[config.mk]
export PLATFORM = sky130hd
export DESIGN_NAME = freq_avg
export DESIGN_NICKNAME = d
export VERILOG_FILES = /design/src/rtl/freq_avg.sv
export SDC_FILE = /design/constraint.sdc
export NUM_CORES = 1
export LEC_CHECK = 0
export CORE_MARGIN = 2
export CORE_UTILIZATION = 50
export DETAILED_ROUTE_END_ITERATION = 10
export GPL_TIMING_DRIVEN = 0
export PLACE_DENSITY = 0.78
export SLEW_MARGIN = 20
export SYNTH_ARGS = -nofsm -noshare
export SYNTH_HDL_FRONTEND = slang
export SYNTH_SLANG_ARGS = --single-unit
[constraint.sdc]
create_clock -name clk -period 4.12 [get_ports clk]
set_input_delay 1.236 -clock clk [delete_from_list [all_inputs] [get_ports clk]]
set_output_delay 1.236 -clock clk [all_outputs]
set_load 0.1 [all_outputs]
[src/rtl/freq_avg.sv]
// -----------------------------------------------------------------------------
// freq_avg
//
// Smooths the per-window counts of an upstream frequency estimator with a
// 4-sample moving average and reports when the estimate has settled.
//
// Every accepted sample enters a 4-deep window and the oldest sample leaves it.
// Once the window holds four samples, each new sample produces a fresh average
// (sum >> 2, truncating) and a one-cycle avg_valid strobe. Each new sample is
// also compared against the average published before it arrived. LOCK_CNT
// consecutive samples within LOCK_TOL counts of that average raise locked.
// A single outlier drops locked and restarts the count.
//
// Parameters
//   LOCK_TOL        largest |sample - avg| treated as in-tolerance
//   LOCK_CNT        consecutive in-tolerance samples needed for lock
//
// Ports
//   clk             rising-edge clock
//   RESETn          asynchronous active-low reset
//   clear           synchronous flush of window and lock state (drops a
//                   coincident sample)
//   valid_in        one-cycle strobe qualifying counter_result
//   counter_result  10-bit unsigned per-window count
//   avg_out         registered moving average
//   avg_valid       one-cycle strobe when avg_out has been updated
//   locked          high while the estimate is stable
// -----------------------------------------------------------------------------
module freq_avg #(
    parameter int LOCK_TOL = 4,
    parameter int LOCK_CNT = 8
) (
    input  logic       clk,
    input  logic       RESETn,
    input  logic       clear,
    input  logic       valid_in,
    input  logic [9:0] counter_result,
    output logic [9:0] avg_out,
    output logic       avg_valid,
    output logic       locked
);

    typedef enum logic [1:0] {
        EMPTY,
        FILL,
        TRACK,
        LOCKED
    } state_t;

    localparam int               LCW          = $clog2(LOCK_CNT + 1);
    localparam logic [LCW-1:0]   LOCK_CNT_MAX = LCW'(LOCK_CNT);
    localparam logic [10:0]      LOCK_TOL_W   = 11'(LOCK_TOL);

    state_t            state;
    state_t            state_nxt;
    logic [9:0]        window [4];
    logic [11:0]       sum;
    logic [11:0]       sum_nxt;
    logic [1:0]        fill_cnt;
    logic [LCW-1:0]    lock_cnt;
    logic [LCW-1:0]    lock_cnt_nxt;

    logic              accept;
    logic              tracking;
    logic              full_after;
    logic signed [10:0] dev;
    logic [10:0]       dev_mag;
    logic              in_tol;

    // Slots that have not been filled yet hold zero, so the same
    // add-new/subtract-oldest update is correct during fill as well.
    assign sum_nxt = sum + {2'b00, counter_result} - {2'b00, window[3]};

    assign accept   = valid_in && !clear;
    assign tracking = (state == TRACK) || (state == LOCKED);

    // The sample arriving now completes (or keeps) a full window.
    assign full_after = tracking || ((state == FILL) && (fill_cnt == 2'd3));

    // Deviation uses the average published before this sample's update.
    // Both operands fit in 10 unsigned bits, so 11-bit signed cannot overflow.
    assign dev     = $signed({1'b0, counter_result}) - $signed({1'b0, avg_out});
    assign dev_mag = dev[10] ? $unsigned(-dev) : $unsigned(dev);
    assign in_tol  = (dev_mag <= LOCK_TOL_W);

    // ------------------------------------------------------------------
    // FSM state register
    // ------------------------------------------------------------------
    // NOTE: sequential state uses non-blocking assignments so every
    // register samples pre-edge values regardless of process order.
    always_ff @(posedge clk or negedge RESETn) begin
        if (!RESETn) begin
            state    <= EMPTY;
            lock_cnt <= '0;
        end else begin
            state    <= state_nxt;
            lock_cnt <= lock_cnt_nxt;
        end
    end

    // ------------------------------------------------------------------
    // FSM next-state and lock-counter logic
    // ------------------------------------------------------------------
    always_comb begin
        // NOTE: defaults first so every path assigns every output and no
        // latch is inferred.
        state_nxt    = state;
        lock_cnt_nxt = lock_cnt;

        if (clear) begin
            state_nxt    = EMPTY;
            lock_cnt_nxt = '0;
        end else if (valid_in) begin
            unique case (state)
                EMPTY: state_nxt = FILL;
                FILL: begin
                    if (fill_cnt == 2'd3) begin
                        state_nxt = TRACK;
                    end
                end
                TRACK, LOCKED: begin
                    if (in_tol) begin
                        lock_cnt_nxt = (lock_cnt == LOCK_CNT_MAX)
                                     ? LOCK_CNT_MAX
                                     : lock_cnt + LCW'(1);
                        if (lock_cnt_nxt == LOCK_CNT_MAX) begin
                            state_nxt = LOCKED;
                        end
                    end else begin
                        lock_cnt_nxt = '0;
                        state_nxt    = TRACK;
                    end
                end
                default: state_nxt = EMPTY;
            endcase
        end
    end

    // ------------------------------------------------------------------
    // Window, running sum and registered outputs
    // ------------------------------------------------------------------
    always_ff @(posedge clk or negedge RESETn) begin
        if (!RESETn) begin
            // NOTE: the window is reset too, not just the sum; the
            // subtract-oldest update relies on empty slots reading zero.
            for (int i = 0; i < 4; i++) begin
                window[i] <= '0;
            end
            sum       <= '0;
            fill_cnt  <= '0;
            avg_out   <= '0;
            avg_valid <= 1'b0;
            locked    <= 1'b0;
        end else if (clear) begin
            for (int i = 0; i < 4; i++) begin
                window[i] <= '0;
            end
            sum       <= '0;
            fill_cnt  <= '0;
            avg_out   <= '0;
            avg_valid <= 1'b0;
            locked    <= 1'b0;
        end else begin
            avg_valid <= 1'b0;
            locked    <= (state_nxt == LOCKED);
            if (accept) begin
                window[0] <= counter_result;
                for (int i = 1; i < 4; i++) begin
                    window[i] <= window[i-1];
                end
                sum <= sum_nxt;
                // Counts 0..3 during fill and wraps to 0 on the 4th sample;
                // it is not consulted once tracking.
                if (!tracking) begin
                    fill_cnt <= fill_cnt + 2'd1;
                end
                if (full_after) begin
                    avg_out   <= sum_nxt[11:2];
                    avg_valid <= 1'b1;
                end
            end
        end
    end

endmodule

==> impl_metrics.toml <==
[clock_network]
cts_tree = "done"
clock-sinks = 72
cts_hold_buf = 0
cts_made_buffers = 9
insertion_delay_ns = 0.36
h-tree-depth = 3
clkTransAtPathRegs_ns = 0.07
clk_root_buffer_cell = "clkbuf_8"
cts_buffer_depth = 2

[die]
std_cell_rows = 34
initial_utilization_pct = 52.15
io_pins = 26
die-width_um = 99.83
dieArea_um2 = 9966
core_area_um2 = 8806
die_h_um = 99.83

[hold_path]
hold_class = "reg -> reg"

[sta]
fmax_ghz = 0.2502
hold_viol = 0
setup_viol = 0
max_slew_margin_pct = 34.55
whs_ns = 0.4799
fin_skew_ns = 0.01657
min_period_ns = 3.997
maxSlewViolCount = 0
tightestPinTransition_ns = 0.9787
final_min_period_over_clock_period_pct = 97.02

[worst_setup_path]
end_kind = "flop"
crit_type = "in -> reg"
critPathRequiredTime_ns = 4.33
start_kind = "primary input"
worst-path-max-fanout = 4
arrival_ns = 4.20

[yosys]
synthCells = 485
synth_area_leaders = "dfrtp_1 (39%), mux2i_1 (11%), ha_1 (6.8%), nor2_1 (6.0%), inv_1 (5.2%)"
synth.most_common_cell = "nor2_1"
synth.yosys.seq_area_share_pct = 39.24
synth_fp_nets = 535
syn_area_um2 = 4592
synth_edf_count = 0
synthFlopType = "dfrtp_1"
ys_types = 59
yosys.area.top_type = "dfrtp_1"
avgSynthCellArea_um2 = 9.468
yosysWarnings = 0
async_reset_ff_share_pct = 100.0
netlist_top_cells_count = "nor2_1 (73), dfrtp_1 (72), inv_1 (64)"
ys_ff_latch = 72
yosysTopAreaCellShare_pct = 39.24

[global_route]
grt.overflow.total = 0
grtUsageTotal_pct = 22.14
grt_pass1_vias = 3626
antenna_found_initial = 0
grt_first_pass_wirelength_mm = 17.33
grt_max_degree = 55

[power]
powerDensity_nw_per_um2 = 420.0
p_sw_uw = 822.6
power.share.clock_pct = 26.8
total_leakage_power_uw = 0.002606
irDropWorstVdd_v = 0.0002541
p_int_uw = 1458
comb_power_share_pct = 38.5
p_sw_share_pct = 36.06
seqPwrFrac_pct = 34.7

[route]
dr.pass1.iters = 4
drt_iter0_drc = 208
route.detailed.drc = 0
post_drt_wl_per_cell_um = 16.61
vias_per_cell = 5.641
wl_mm = 10.68
drtAntennaViolNets = 0
vias = 3627

[placed_design]
gp_congestion = 0.8919
hpwl_mm = 7.584
port_buffers = 23
post_dp_cell_area_um2 = 4982

[cells_and_area]
multi_input_comb_area_um2 = 2633
utilization_pct = 61.68
diodes = 0
nFillCells = 686
final_cell_area_um2 = 5431
nets = 581
ff_latch_area_um2 = 1802
syn_to_final_growth_pct = 18.28
drive_above_1_share_pct = 11.40

[outcome]
status = "finished, final reports clean"

[job]
cap_violations = 0
placed cells by master (no fill, tap or decap), drive strengths merged, types with 2 or more instances in the layout:
cell / instances
o21ai: 12
a2111oi: 2
nand2: 26
clkbuf: 22
o31ai: 12
nor2b: 4
a31oi: 4
nor3b: 3
xor2: 7
nand4: 3
dfrtp: 72
bufinv: 2
mux2i: 50
a211oi: 5
dlymetal6s2s: 3
nor2: 73
and3: 4
nand3: 9
clkinv: 3
fa: 11
a21o: 4
nand3b: 2
dlygate4sd2: 2
nor4b: 2
o21a: 2
or4: 2
inv: 64
xnor2: 12
a41oi: 2
and2: 4
nor4: 3
buf: 18
nor3: 6
a22o: 2
ha: 25
clkdlybuf4s50: 16
o21bai: 5
nand2b: 3
a21oi: 18
kinds of logic after synthesis:
| group | share of synthesized area [%] |
|---|---|
| buffers and inverters | 6.703 |
| adders and majority gates | 11.61 |
| AOI/OAI and AO/OA | 12.75 |
| xor gates and xnor gates | 3.951 |
| DFF | 39.24 |
| and+or+nand+nor | 14.85 |
| muxes | 10.90 |
area by class of cell:
| type | instances | share of cell area [%] |
|---|---|---|
| inverters | 64 | 4.423 |
| clock buffers | 10 | 2.350 |
| multi-input cells | 332 | 48.47 |
| repair buffers | 35 | 6.335 |
| well taps | 108 | 2.488 |
| clock inverters | 5 | 1.520 |
| flip-flops and latches | 72 | 33.17 |
| plain buffers | 17 | 1.244 |
sequential cells by signal, summed over array words and instances (netlist names):
name,flops
window,40
sum,12
avg_out,10
lock_cnt,4
fill_cnt,2
state,2
avg_valid,1
locked,1
per-layer routing:
| metal | part of all wire, % | track usage (%) | vias to the layer above |
|---|---|---|---|
| met5 | 0 | 0 | - |
| met4 | 1.2 | 7.271 | 0 |
| met2 | 52 | 40.28 | 64 |
| li1 | - | - | 1733 |
| met1 | 43 | 27.41 | 1820 |
| met3 | 4.3 | 2.646 | 10 |
stage by stage:
step	total power, uW	TNS, ns	std cells	worst slack, ns
2_1_floorplan	1386	0	485	0.1102
6_report	2281	0	643	0.1229
5_1_grt	2407	-0.05499	643	-0.01427
4_1_cts	2239	0	639	0.001476
3_5_place_dp	1568	-9.770	617	-0.9928
3_3_place_gp	1528	-51.37	616	-0.8835
worst paths after layout:
| check | from | endpoint | slack [ns] | depth (start not counted) |
|---|---|---|---|---|
| worst min-delay path | sum[5] | sum[5] | 0.48 | 2 |
| max in group asynchronous | RESETn | window[4] | 2.82 | 2 |
| worst max register to register | avg_out[2] | state[0] | 0.93 | 11 |
| min in group asynchronous | RESETn | sum[10] | 0.75 | 1 |
| worst max-delay path | counter_result[7] | sum[11] | 0.12 | 12 |
| worst min register to register | sum[5] | sum[5] | 0.48 | 2 |
repair_timing:
action | in CTS | in global routing
setup buffers | 7 | 4
resized for setup | 19 | 17
endpoints found under the setup margin | 14 | 12
pin swaps | 9 | 14
power groups by stage:
stage	logic [uW]	registers, uW	clock network [uW]
after floorplan	581	805	0
after global placement	727	801	0
after detailed placement	765	803	0
after CTS	829	789	621
after global routing	965	796	645
final	879	790	612
worst max-delay path, stage by stage:
cell and delay (ns):
clkdlybuf4s50_1 0.58, inv_1 0.09, fa_1 0.54, inv_1 0.05, ha_1 0.36, and2_1 0.19, o21ai_0 0.20, o31ai_2 0.15
o41ai_2 0.33, mux2i_1 0.28, xnor2_1 0.14, nor2_1 0.06
Note: power is estimated with default switching activity, not from simulation.
